<file path="config.mk">
export PLATFORM = sky130hd
export DESIGN_NAME = jackal_ym3012
export DESIGN_NICKNAME = d
export VERILOG_FILES = /design/src/rtl/jackal_ym3012.sv
export SDC_FILE = /design/constraint.sdc
export NUM_CORES = 1
export LEC_CHECK = 0
export BUFFER_PORTS_ARGS = -buffer_cell sky130_fd_sc_hd__clkbuf_2
export CORE_MARGIN = 5
export CORE_UTILIZATION = 25
export DETAILED_ROUTE_END_ITERATION = 6
export PLACE_DENSITY_LB_ADDON = 0.3
export SLEW_MARGIN = 20
export SYNTH_ARGS = -nofsm -noshare
export SYNTH_HDL_FRONTEND = slang
export SYNTH_SLANG_ARGS = --single-unit
</file>
<file path="constraint.sdc">
create_clock -name clk -period 2.7 [get_ports clk]
set_input_delay 0 -clock clk [delete_from_list [all_inputs] [get_ports clk]]
set_output_delay 0 -clock clk [all_outputs]
set_load 0.01 [all_outputs]
</file>
<file path="src/rtl/jackal_ym3012.sv">
// jackal_ym3012: YM3012-style serial floating-point DAC front end.
// Deserializes the YM2151 serial stream (LSB first, sampled on cen), converts
// each 13-bit {exponent[2:0], mantissa[9:0]} word to 16-bit signed PCM and
// holds it per channel on the falling edge of the matching sample-hold strobe.
//
// Ports:
//   clk, reset      - system clock, synchronous active-high reset
//   cen             - YM2151 phi1 enable; so is shifted in only when high
//   so              - serial data, LSB first
//   sh1, sh2        - left / right sample-hold strobes (falling edge latches)
//   left, right     - held signed PCM samples
//   left_valid,
//   right_valid     - one-clk pulse coincident with a channel update
//   frame_err       - sticky: a strobe arrived before 13 bits were shifted in
module jackal_ym3012 #(
    parameter int unsigned FRAME_BITS = 16
) (
    input  logic               clk,
    input  logic               reset,
    input  logic               cen,
    input  logic               so,
    input  logic               sh1,
    input  logic               sh2,
    output logic signed [15:0] left,
    output logic signed [15:0] right,
    output logic               left_valid,
    output logic               right_valid,
    output logic               frame_err
);

    localparam int unsigned WORD_BITS = 13;
    localparam int unsigned CNT_W     = 5;
    // Saturation bound: 31 for any realistic frame, never below one word.
    localparam int unsigned CNT_MAX   = (2 * FRAME_BITS - 1 > 31) ? 31 : (2 * FRAME_BITS - 1);

    logic [WORD_BITS-1:0] sr, sr_next;
    logic [CNT_W-1:0]     cnt, cnt_inc;
    logic                 sh1_d, sh2_d;
    logic                 fall1, fall2, any_fall, word_ok;

    logic [9:0]           m;
    logic [2:0]           e;
    logic signed [9:0]    s10;
    logic signed [15:0]   ext, conv;

    // Edge-cycle pipeline stage between detection and the output registers
    logic                 pend_l, pend_r, pend_err;
    logic signed [15:0]   pend_word;

    // Next-cycle shift/count values, so a bit arriving on the edge cycle counts
    always_comb begin
        sr_next  = sr;
        cnt_inc  = cnt;
        if (cen) begin
            sr_next = {so, sr[WORD_BITS-1:1]};
            if (cnt != CNT_W'(CNT_MAX)) begin
                cnt_inc = cnt + CNT_W'(1);
            end
        end
        fall1    = sh1_d & ~sh1;
        fall2    = sh2_d & ~sh2;
        any_fall = fall1 | fall2;
        word_ok  = (cnt_inc >= CNT_W'(WORD_BITS));
    end

    // Floating-point to linear: offset-binary mantissa, shift by exponent-1, e=0 mutes
    always_comb begin
        m    = sr_next[9:0];
        e    = sr_next[12:10];
        s10  = {~m[9], m[8:0]};
        ext  = 16'(s10);
        conv = '0;
        if (e != 3'd0) begin
            conv = ext <<< 3'(e - 3'd1);
        end
    end

    // Shift register, counter and strobe history
    always_ff @(posedge clk) begin
        if (reset) begin
            sr    <= '0;
            cnt   <= '0;
            sh1_d <= 1'b0;
            sh2_d <= 1'b0;
        end else begin
            sr    <= sr_next;
            cnt   <= any_fall ? '0 : cnt_inc;
            sh1_d <= sh1;
            sh2_d <= sh2;
        end
    end

    // Capture the converted word on the edge cycle
    always_ff @(posedge clk) begin
        if (reset) begin
            pend_l    <= 1'b0;
            pend_r    <= 1'b0;
            pend_err  <= 1'b0;
            pend_word <= '0;
        end else begin
            pend_l    <= fall1 & word_ok;
            pend_r    <= fall2 & word_ok;
            pend_err  <= any_fall & ~word_ok;
            if (any_fall & word_ok) begin
                pend_word <= conv;
            end
        end
    end

    // Held outputs, valid pulses and sticky frame error
    always_ff @(posedge clk) begin
        if (reset) begin
            left        <= '0;
            right       <= '0;
            left_valid  <= 1'b0;
            right_valid <= 1'b0;
            frame_err   <= 1'b0;
        end else begin
            left_valid  <= pend_l;
            right_valid <= pend_r;
            if (pend_l) begin
                left <= pend_word;
            end
            if (pend_r) begin
                right <= pend_word;
            end
            if (pend_err) begin
                frame_err <= 1'b1;
            end
        end
    end

endmodule

</file>
* Word-level counts from Yosys, hierarchy flattened
Cells that the tools add are included.
** Cells by class
- Bitwise operators :: 11
- Equal/unequal tests :: 1
- $add $sub $neg :: 2
- Order comparisons :: 1
- Multiplexer cells :: 4
- Reductions and logical operators :: 2
- Shift-type cells :: 1
** Operator list (number)
- 2-to-1 mux 16 bit :: 1
- <<< shifter 10 x 3 -> 16 bit :: 1
- 2-to-1 mux 13 bit :: 1
- 2-to-1 mux 5 bit :: 2
- bitwise AND 1 bit :: 6
- adder 5 x 1 -> 5 bit (second input constant) :: 1
- >= comparator 5 x 4 -> 1 bit (second input constant) :: 1
- != test 5 bit (second input constant) :: 1
- NOT 1 bit :: 4
- nonzero test 3 bit :: 1
- subtractor 3 x 1 -> 3 bit (second input constant) :: 1
- OR reduction 2 bit :: 1
- OR 1 bit :: 1
** Word-level totals
- Bits of input ports :: 6
- Bits in registers :: 74
- Word-level logic and storage cells :: 35

* Logic depth before layout (Yosys ltp)
Gate-level depths: netlist of the first run.
- Depth after elaboration :: 6
- Gate-level depth with buffers :: 14

* Worst setup path after synthesis of the first run
OpenSTA, ideal clock, no wires.
- Kind :: input -> register
- Start point :: input port cen
- End point :: register pend_word[8]
- Required time :: 2577 ps
- Path buffers :: 6
- Arrival :: 2473 ps
- Path slack :: 103 ps
- Cell stages on the path :: 13
- Cells stage by stage :: buf_6 > buf_2 > buf_2 > buf_2 > a21oi_1 > ha_1 > buf_2 > buf_2 > mux4_2 > mux2i_1 > o32a_1 > nor2_1 > mux2_1
** On the way
- Longest elaborated chain between the ends :: 4
** Ends and longest elaborated chain
- start, declared :: line 20 : input logic cen,
- 2-to-1 mux 13 bit :: line 54 : if (cen) begin
- subtractor 3 x 1 -> 3 bit or NOT 1 bit (tied branches) :: line 74, 70
- <<< shifter 10 x 3 -> 16 bit :: line 74 : conv = ext <<< 3'(e - 3'd1);
- 2-to-1 mux 16 bit :: line 73 : if (e != 3'd0) begin
- end signal, assigned :: line 105 : pend_word <= conv;
- end, declared :: line 48 : logic signed [15:0] pend_word;
Several ways; a longest one is shown, not always the timed one.
A chain may end at the register's enable or synchronous reset.

* Final worst setup path of the first run
- Start point :: register sr[10]
- End point :: register pend_word[10]
** On the way
- Longest elaborated chain between the ends :: 4
** Ends and longest elaborated chain
- start, declared :: line 36 : logic [WORD_BITS-1:0] sr, sr_next;
- start signal, assigned :: line 86 : sr <= sr_next;
- 2-to-1 mux 13 bit * :: line 54
- subtractor 3 x 1 -> 3 bit or NOT 1 bit (tied branches) :: line 74, 70
- <<< shifter 10 x 3 -> 16 bit :: line 74
- 2-to-1 mux 16 bit * :: line 73
Mark *: on every way between the ends. The rest lies on a longest branch, timed or not.

==> impl_metrics.py, run 1 <==
metrics = {
    "layout": {
        "final_common_cell": "dfxtp_1",
        "num-fill-cells": 1543,
        "syn2layout_area_growth_pct": 17.8,
        "nNetsFinal": 425,
        "diodes": 0,
        "most-common-layout-cells": "dfxtp_1 (74), mux2i_1 (64), nor2_1 (61)",
        "drive_gt1_share_pct": 22.1,
    },
    "detailed_routing": {
        "antenna_left": 0,
        "wl_mm": 8.51,
        "vias_per_cell": 4.71,
        "wire_per_inst_microns": 14.1,
        "drtPass1Iterations": 4,
        "vias": 2843,
        "drc": 0,
        "drt_iter0_drc": 246,
    },
    "logic_synthesis": {
        "yosysTopAreaCell": "dfxtp_1",
        "syn-mean-instance-area_sq_um": 9.67,
        "synth_area_sq_um": 3700,
        "ys_seq_elements": 74,
        "synthesis.nets": 392,
        "ys_top_cells_by_area": "dfxtp_1 (40%), mux2i_1 (17%), nor2_1 (6.2%), mux2_2 (4.0%), mux4_2 (3.6%)",
        "yosys_most_used_dff": "dfxtp_1",
        "async_reset_ff_share_pct": 0,
        "yosysSeqAreaShare_pct": 40.0,
        "yosysUniqueCellTypes": 50,
        "synth_top_area_share_pct": 40.0,
        "synth_enable_flop_cells": 0,
        "synth_cells": 383,
        "synth_warnings": 0,
    },
    "clock_network": {
        "clkSinkCount": 74,
        "clockBufferDepth": 2,
        "cts_tree": "done",
        "clockRootBuffer": "clkbuf_16",
        "clock_latency_ps": 330,
        "cts_resized": 0,
        "h-tree-depth": 3,
        "cts_buffers": 9,
        "path_clk_slew_ps": 50,
    },
    "grt": {
        "grt_use_total_pct": 10.0,
        "grt_pass1_vias": 2775,
        "antenna_found_initial": 0,
        "grt_max_degree": 38,
        "grt_pass1_wl_mm": 14.5,
        "use_met2_pct": 15.4,
        "use_met1_pct": 13.7,
        "busiest_layer": "met2",
        "met3_usage_pct": 3.21,
        "gr-total-overflow": 0,
    },
    "worst_setup_path": {
        "cp_num_buf_inv": 0,
        "required_ps": 2910,
        "endpoint_kind": "register",
        "ff2ff_setup_slack_ps": 250,
        "cp_max_fo": 17,
        "r2r_start": "sr[10]$_SDFF_PP0_",
        "worst_ep_arrival_time_ps": 2660,
        "rr_worst_depth": 8,
        "r2r_end": "pend_word[10]$_SDFFE_PP0P_",
        "critPathTopFamily": "compound AO/OA/AOI/OAI gates",
        "critPathSlowestCell": "ha_1",
        "start_kind": "register",
        "cpPeakStageDelay_ps": 460,
        "crit_chain": "nor2b_1 -> a21oi_1 -> ha_1 -> or2_2 -> a211oi_1 -> o32a_1 -> nor2_1 -> mux2_2",
        "path_class": "register to register",
    },
    "sta": {
        "drv_slew": 0,
        "skew_ps": 7.77,
        "rsz0062_at_grt": "no",
        "hold_ws_ps": 77.6,
        "slew_headroom_pct": 58.9,
        "finalCritPeriodShare_pct": 90.7,
        "setup_viol": 0,
        "setup_tns_ps": 0,
        "clock.fmax_mhz": 409,
        "hold_violations": 0,
        "finalCriticalPeriod_ps": 2450,
        "tightest_slew_ps": 617,
    },
    "pwr": {
        "powerDensity_nw_per_um2": 545,
        "leakage_nw": 1.71,
        "ir_worst_vdd_uv": 256,
        "power_mw": 2.37,
    },
    "floorplan": {
        "initial_core_util_pct": 25.5,
        "die_w_microns": 132,
        "core_area_sq_um": 14500,
        "ioPinCount": 41,
        "die_area_sq_um": 17300,
        "die_h_microns": 132,
        "rows": 44,
    },
    "worst_hold_path": {
        "whs_endpoint": "sr[12]$_SDFF_PP0_",
        "hp-class": "input pin to register",
        "holdPathStages": 3,
        "min_from": "so",
    },
    "placement": {
        "io_buffers": 40,
        "dp_hpwl_mm": 5.99,
        "gp_congestion": 0.803,
    },
    "job": {
        "cap_viol_max_count": 0,
    },
    "run_status": {
        "status": "completed",
    },
}
[state kept, by name, summed over array words and instances (netlist names)]
name         count
right           16
cnt              5
sr              13
sh2_d            1
left            16
pend_word       16
sh1_d            1
frame_err        1
pend_r           1
right_valid      1
pend_l           1
left_valid       1
pend_err         1
[routing by layer]
layer  share of wire, %  wire length, microns
met5                  0                     0
met4               0.54                    46
met3                5.0                   425
met2                 45                  3850
met1                 49                  4180
[worst max-delay path by stage]
stage,start,end,depth (start not counted),slack [ps]
2_1_floorplan,cen,pend_word[8]$_SDFFE_PP0P_,13,100
3_3_place_gp,sr[10]$_SDFF_PP0_,pend_word[10]$_SDFFE_PP0P_,8,310
3_5_place_dp,sr[10]$_SDFF_PP0_,pend_word[10]$_SDFFE_PP0P_,8,260
4_1_cts,sr[10]$_SDFF_PP0_,pend_word[10]$_SDFFE_PP0P_,8,240
5_1_grt,sr[10]$_SDFF_PP0_,pend_word[10]$_SDFFE_PP0P_,8,50
6_report,sr[10]$_SDFF_PP0_,pend_word[10]$_SDFFE_PP0P_,8,250
[layout make-up]
type	instances	area (sq um)	area share (%)
multi-input cells	273	2040	46.9
clock inverters	4	27.5	0.631
flip-flops and latches	74	1480	34.0
repair buffers	54	310	7.12
clock buffers	11	253	5.80
well taps	184	230	5.28
inverters	4	15.0	0.344
[kinds of logic (layout without fill, tap and decap cells)]
group                      after synthesis  in the layout  synth area share, %
and+or+nand+nor                        126            126                 16.7
muxes                                   88             88                 26.5
adders and majority gates                3              3                 1.01
xor gates and xnor gates                 2              2                0.473
AOI/OAI and AO/OA                       54             54                 10.5
buffers and inverters                   36             73                 4.80
DFF                                     74             74                 40.0
[cell usage after synthesis (2+ instances only)]
cell and n:
mux2_1 4, nor4_1 3, nand2b_1 17, inv_1 3, mux4_2 6, buf_1 4
mux2_2 13, o311ai_0 2, o22ai_1 6, mux2i_1 64, o21bai_1 4, nand3_1 3
buf_6 2, nor3b_1 2, nor2_1 61, a21o_1 2, or2_2 2, nor3_1 7
o21ai_0 6, a21oi_1 14, buf_2 12, and3_1 2, a211oi_1 7, clkbuf_1 10
xor2_1 2, nand2_1 7, nor2b_1 15, buf_4 3, o31ai_1 2, o32a_1 2
and4b_1 2, dfxtp_1 74, ha_1 3
[per-stage QoR]
step                std cells  setup slack [ps]  util (%)  instance area (sq um)
global placement          587               311      27.9                   4060
finish                    604               252      30.0                   4360
detailed placement        587               258      27.9                   4060
floorplan                 383               103         -                   3700
global route              604              47.7      30.0                   4360
CTS                       604               242      30.0                   4360
[where the power goes]
part / switching, mW / internal [mW]
sequential: 0.00563 / 1.10
combinational: 0.104 / 0.0650
clock: 0.437 / 0.664
total: 0.546 / 1.83
[worst reg2reg max path, cell delays in order (launching register included)]
cell and delay [ps]:
dfxtp_1 300, nor2b_1 130, a21oi_1 220, ha_1 460, or2_2 420, a211oi_1 290, o32a_1 210, nor2_1 40
mux2_2 260
[what timing repair did]
action,CTS,global route
hold buffers,2,0
buffers inserted,0,0
endpoints found under the hold margin,4,0
Power figures use the tool's default switching activity.
==> run 2: changes to the inputs <==
--- a/config.mk
+++ b/config.mk
@@ -10,7 +10,6 @@
 export CORE_UTILIZATION = 25
 export DETAILED_ROUTE_END_ITERATION = 6
 export PLACE_DENSITY_LB_ADDON = 0.3
-export SLEW_MARGIN = 20
 export SYNTH_ARGS = -nofsm -noshare
 export SYNTH_HDL_FRONTEND = slang
 export SYNTH_SLANG_ARGS = --single-unit
==> constraint.sdc (replaced) <==
create_clock -name clk -period 2.99 [get_ports clk]
set_input_delay 0 -clock clk [delete_from_list [all_inputs] [get_ports clk]]
set_output_delay 0 -clock clk [all_outputs]
set_load 0.01 [all_outputs]
==> run 2 against run 1 <==
Compared with the run above:
- first-iteration DRC count is 17% lower
- routed wire length increased by 3.9%
- largest power group is now the clock network
- power decreased by 1.5%
- sequential power shrank 10%
- non-clock buffer count decreased by 4
==> impl_metrics.py, run 2 (synthesized netlist as in run 1, its figures left out) <==
metrics = {
    "run_status": {
        "status": "completed",
    },
    "worst_setup_path": {
        "cpPeakStageDelay_ps": 540,
        "critPathSlowestCell": "ha_1",
        "required_ps": 3220,
        "path_class": "register to register",
        "crit_chain": "nor2b_1 -> a21oi_1 -> ha_1 -> or2_2 -> a211oi_1 -> o32a_1 -> nor2_1 -> mux2_2",
        "cp_max_fo": 17,
        "start_kind": "register",
        "endpoint_kind": "register",
        "worst_ep_arrival_time_ps": 2820,
    },
    "pwr": {
        "ir_worst_vdd_uv": 264,
        "internal_power_mw": 1.83,
        "pwr-share-seq_pct": 42.7,
        "combPwrFrac_pct": 6.5,
        "p_sw_share_pct": 21.9,
        "leakage_nw": 1.72,
        "clkPwrFrac_pct": 50.8,
        "powerDensity_nw_per_um2": 534,
        "p_sw_mw": 0.512,
    },
    "clock_network": {
        "cts_tree": "done",
        "clock_latency_ps": 340,
        "clkSinkCount": 74,
        "cts_buffers": 9,
        "path_clk_slew_ps": 60,
        "clockBufferDepth": 2,
        "clockRootBuffer": "clkbuf_16",
        "h-tree-depth": 3,
    },
    "layout": {
        "reg.largest.list": "left (16), pend_word (16), right (16)",
        "most-common-layout-cells": "dfxtp_1 (74), mux2i_1 (64), nor2_1 (61)",
        "diodes": 0,
        "design_area_sq_um": 4380,
        "drive_gt1_share_pct": 21.3,
        "syn2layout_area_growth_pct": 18.3,
        "nNetsFinal": 421,
        "final_common_cell": "dfxtp_1",
    },
    "floorplan": {
        "die_area_sq_um": 17300,
        "die_w_microns": 132,
        "ioPinCount": 41,
        "rows": 44,
        "core_area_sq_um": 14500,
        "initial_core_util_pct": 25.5,
        "die_h_microns": 132,
    },
    "detailed_routing": {
        "wire_per_inst_microns": 14.7,
        "drtPass1Iterations": 4,
        "vias": 2865,
        "drt_iter0_drc": 203,
        "antenna_left": 0,
        "drc": 0,
        "wl_mm": 8.84,
        "vias_per_cell": 4.77,
    },
    "sta": {
        "hold_violations": 0,
        "finalCriticalPeriod_ps": 2590,
        "finalCritPeriodShare_pct": 86.6,
        "slew_headroom_pct": 27.2,
        "tightest_slew_ps": 1090,
        "rsz0062_at_grt": "no",
        "setup_viol": 0,
        "skew_ps": 4.62,
        "clock.fmax_mhz": 386,
        "drv_slew": 0,
        "setup_tns_ps": 0,
        "hold_ws_ps": 52.2,
    },
    "placement": {
        "gp_congestion": 0.771,
        "io_buffers": 40,
        "dp_hpwl_mm": 6.13,
        "placed_cell_area_sq_um": 4030,
    },
    "grt": {
        "grt_max_degree": 45,
        "antenna_found_initial": 0,
        "grt_use_total_pct": 10.5,
        "grt_pass1_vias": 2860,
        "gr-total-overflow": 0,
        "grt_pass1_wl_mm": 15.0,
    },
    "worst_hold_path": {
        "hp-class": "input pin to register",
    },
    "job": {
        "cap_viol_max_count": 0,
    },
}
==> run 2: per-layer routing <==
layer | GRT usage [%] | wire length, microns | up-vias
li1 | - | - | 1409
met1 | 14.2 | 4230 | 1360
met3 | 3.52 | 529 | 16
met4 | 3.49 | 126 | 0
met2 | 15.8 | 3950 | 80
met5 | 0 | 0 | -
==> run 2: final timing paths <==
check | startpoint | to | slack, ps | depth (start not counted)
max reg2reg | sr[10]$_SDFF_PP0_ | pend_word[10]$_SDFFE_PP0P_ | 400 | 8
max | sr[10]$_SDFF_PP0_ | pend_word[10]$_SDFFE_PP0P_ | 400 | 8
min reg2reg | pend_err$_SDFF_PP0_ | frame_err$_SDFFE_PP0P_ | 440 | 2
min | so | sr[12]$_SDFF_PP0_ | 50 | 3
==> run 2: cell type report <==
type	count	area (sq um)
fillers	1529	10200
well taps	184	230
flip-flops and latches	74	1480
clock buffers	12	256
clock inverters	4	73.8
multi-input cells	273	2040
inverters	4	15.0
repair buffers	50	280
==> run 2: repair_timing <==
action                                 4_1_cts  5_1_grt
resized for setup                            0        0
endpoints found under the hold margin        4        0
setup buffers                                0        0
hold buffers                                 2        0
==> run 2: metrics by stage <==
stage | total power, mW | util (%) | worst slack (ps) | instances
3_5_place_dp | 1.17 | 27.7 | 452 | 583
2_1_floorplan | 1.13 | - | 393 | 383
6_report | 2.34 | 30.1 | 399 | 601
5_1_grt | 2.44 | 30.1 | 252 | 601
4_1_cts | 2.38 | 30.1 | 419 | 601
3_3_place_gp | 1.17 | 27.7 | 492 | 583
==> run 2: worst max-delay path, delay by kind of cell, from the launching register on <==
family | cells | cell delay, ps
AOI/OAI and AO/OA | 3 | 620
adders and majority gates | 1 | 540
DFF | 1 | 320
muxes | 1 | 280
and+or+nand+nor | 3 | 710
==> run 2: power groups by stage <==
stage                     logic, mW  clock network (mW)  registers (mW)
after floorplan               0.114                   0            1.02
after global placement        0.148                   0            1.02
after detailed placement      0.150                   0            1.02
after CTS                     0.153                1.22           0.998
after global routing          0.169                1.27           0.998
final                         0.153                1.19           0.998
==> run 3: changes to the inputs <==
--- a/config.mk
+++ b/config.mk
@@ -6,7 +6,7 @@
 export NUM_CORES = 1
 export LEC_CHECK = 0
 export BUFFER_PORTS_ARGS = -buffer_cell sky130_fd_sc_hd__clkbuf_2
-export CORE_MARGIN = 5
+export CORE_MARGIN = 10
 export CORE_UTILIZATION = 25
 export DETAILED_ROUTE_END_ITERATION = 6
 export PLACE_DENSITY_LB_ADDON = 0.3
==> run 3 against run 2 <==
Compared with the run above:
- worst hold slack lost 16 ps
- routed wire length grew 0.24%
- count of clock-buffer cells in the layout is 2 lower
- utilization down 0.41 points
- combinational power about the same
- register-to-register slack improved by 120 ps
- largest power group is now registers
==> impl_metrics.py, run 3 (synthesized netlist as in run 1, its figures left out) <==
metrics = {
    "job": {
        "cap_viol_max_count": 0,
    },
    "grt": {
        "antenna_found_initial": 0,
        "grt_max_degree": 38,
        "grt_pass1_vias": 2821,
        "grt_use_total_pct": 8.92,
        "gr-total-overflow": 0,
        "grt_pass1_wl_mm": 14.9,
    },
    "clock_network": {
        "clkSinkCount": 74,
        "path_clk_slew_ps": 60,
        "clockRootBuffer": "clkbuf_16",
        "cts_tree": "done",
        "cts_buffers": 9,
        "clockBufferDepth": 2,
        "clock_latency_ps": 330,
        "h-tree-depth": 3,
    },
    "floorplan": {
        "die_h_microns": 142,
        "die_w_microns": 142,
        "initial_core_util_pct": 25.5,
        "die_area_sq_um": 20100,
        "rows": 44,
        "core_area_sq_um": 14500,
        "ioPinCount": 41,
    },
    "layout": {
        "nNetsFinal": 421,
        "diodes": 0,
        "drive_gt1_share_pct": 21.3,
        "most-common-layout-cells": "dfxtp_1 (74), mux2i_1 (64), nor2_1 (61)",
        "syn2layout_area_growth_pct": 16.7,
        "num-fill-cells": 1536,
        "reg.largest.list": "left (16), pend_word (16), right (16)",
        "design_area_sq_um": 4320,
        "final_common_cell": "dfxtp_1",
        "stdcell_count": 601,
    },
    "detailed_routing": {
        "drt_iter0_drc": 123,
        "wire_per_inst_microns": 14.7,
        "wl_mm": 8.86,
        "drtPass1Iterations": 4,
        "wl_met1_mm": 4.35,
        "dr_wl_met3_microns": 425,
        "wl_met2_mm": 3.96,
        "highest_layer": "met4",
        "vias": 2845,
        "vias_per_cell": 4.73,
        "antenna_left": 0,
        "drc": 0,
    },
    "sta": {
        "finalCritPeriodShare_pct": 82.5,
        "skew_ps": 8.00,
        "setup_viol": 0,
        "hold_violations": 0,
        "setup_tns_ps": 0,
        "rsz0062_at_grt": "no",
        "slew_headroom_pct": 28.8,
        "tightest_slew_ps": 1070,
        "finalCriticalPeriod_ps": 2470,
        "drv_slew": 0,
        "clock.fmax_mhz": 405,
    },
    "pwr": {
        "leakage_nw": 1.69,
        "powerDensity_nw_per_um2": 493,
        "ir_worst_vdd_uv": 300,
    },
    "placement": {
        "dpl.cell_count": 583,
        "placed_cell_area_sq_um": 4030,
        "io_buffers": 40,
        "dp_hpwl_mm": 6.28,
        "gp_congestion": 0.790,
    },
    "worst_setup_path": {
        "start_kind": "register",
        "worst_ep_arrival_time_ps": 2680,
        "crit_chain": "nor2b_1 -> a21oi_1 -> ha_1 -> or2_2 -> a211oi_1 -> o32a_1 -> nor2_1 -> mux2_2",
        "cp_max_fo": 11,
        "required_ps": 3200,
        "endpoint_kind": "register",
        "critPathSlowestCell": "ha_1",
        "cpPeakStageDelay_ps": 480,
        "path_class": "register to register",
        "critPathTopFamily": "simple AND/OR/NAND/NOR gates",
        "cp_num_buf_inv": 0,
    },
    "worst_hold_path": {
        "hp-class": "input pin to register",
    },
    "run_status": {
        "status": "completed",
    },
}
## run 3: cell count changes in the layout (fill, tap and decap cells not counted), sizes merged
cell	before	now
clkinvlp	0	3
inv	4	5
bufinv	2	0
clkbuf	52	50
## run 3: path summary, 6_finish.rpt
check	endpoint	depth (start not counted)	start	slack [ps]
min	sr[12]$_SDFF_PP0_	3	so	40
max	pend_word[10]$_SDFFE_PP0P_	8	sr[10]$_SDFF_PP0_	520
max reg2reg	pend_word[10]$_SDFFE_PP0P_	8	sr[10]$_SDFF_PP0_	520
min reg2reg	frame_err$_SDFFE_PP0P_	2	pend_err$_SDFF_PP0_	450
## run 3: worst reg2reg max path, delay by kind of cell (launching register included)
kind | cells | cell delay, ps
flops | 1 | 320
simple gates | 3 | 680
fa+ha+maj | 1 | 480
mux | 1 | 270
compound gates | 3 | 610
## run 3: layout make-up
| type | count | area (sq um) | area share [%] |
|---|---|---|---|
| inverter | 4 | 15.0 | 0.348 |
| multi-input combinational | 273 | 2040 | 47.3 |
| sequential | 74 | 1480 | 34.3 |
| timing repair buffer | 50 | 280 | 6.49 |
| clock inverter | 6 | 41.3 | 0.956 |
| clock buffer | 10 | 229 | 5.30 |
| tap | 184 | 230 | 5.33 |
## run 3: through the flow
step	power [mW]	setup WS [ps]	utilization [%]	hold slack, ps
final	2.13	523	29.7	36.5
after global routing	2.22	264	29.7	67.2
after CTS	2.16	487	29.7	35.3
after detailed placement	1.17	531	27.7	231
after global placement	1.17	574	27.7	225
after floorplan	1.13	393	-	128
## run 3: per-layer routing
layer / GRT usage [%] / up-vias
li1: - / 1410
met1: 11.9 / 1351
met2: 13.3 / 72
met3: 2.94 / 12
met4: 2.69 / 0
met5: 0 / -
## run 3: timing repair
item / CTS / global route
hold endpoints to repair: 4 / 0
buffers inserted: 0 / 0
resized for setup: 0 / 0
hold buffers: 2 / 0
## run 3: power by group
part	leakage [nW]	total, mW	switching [mW]	internal, mW
combinational	0.963	0.150	0.0923	0.0576
clock	0.125	0.982	0.420	0.561
sequential	0.597	0.998	0.00568	0.992
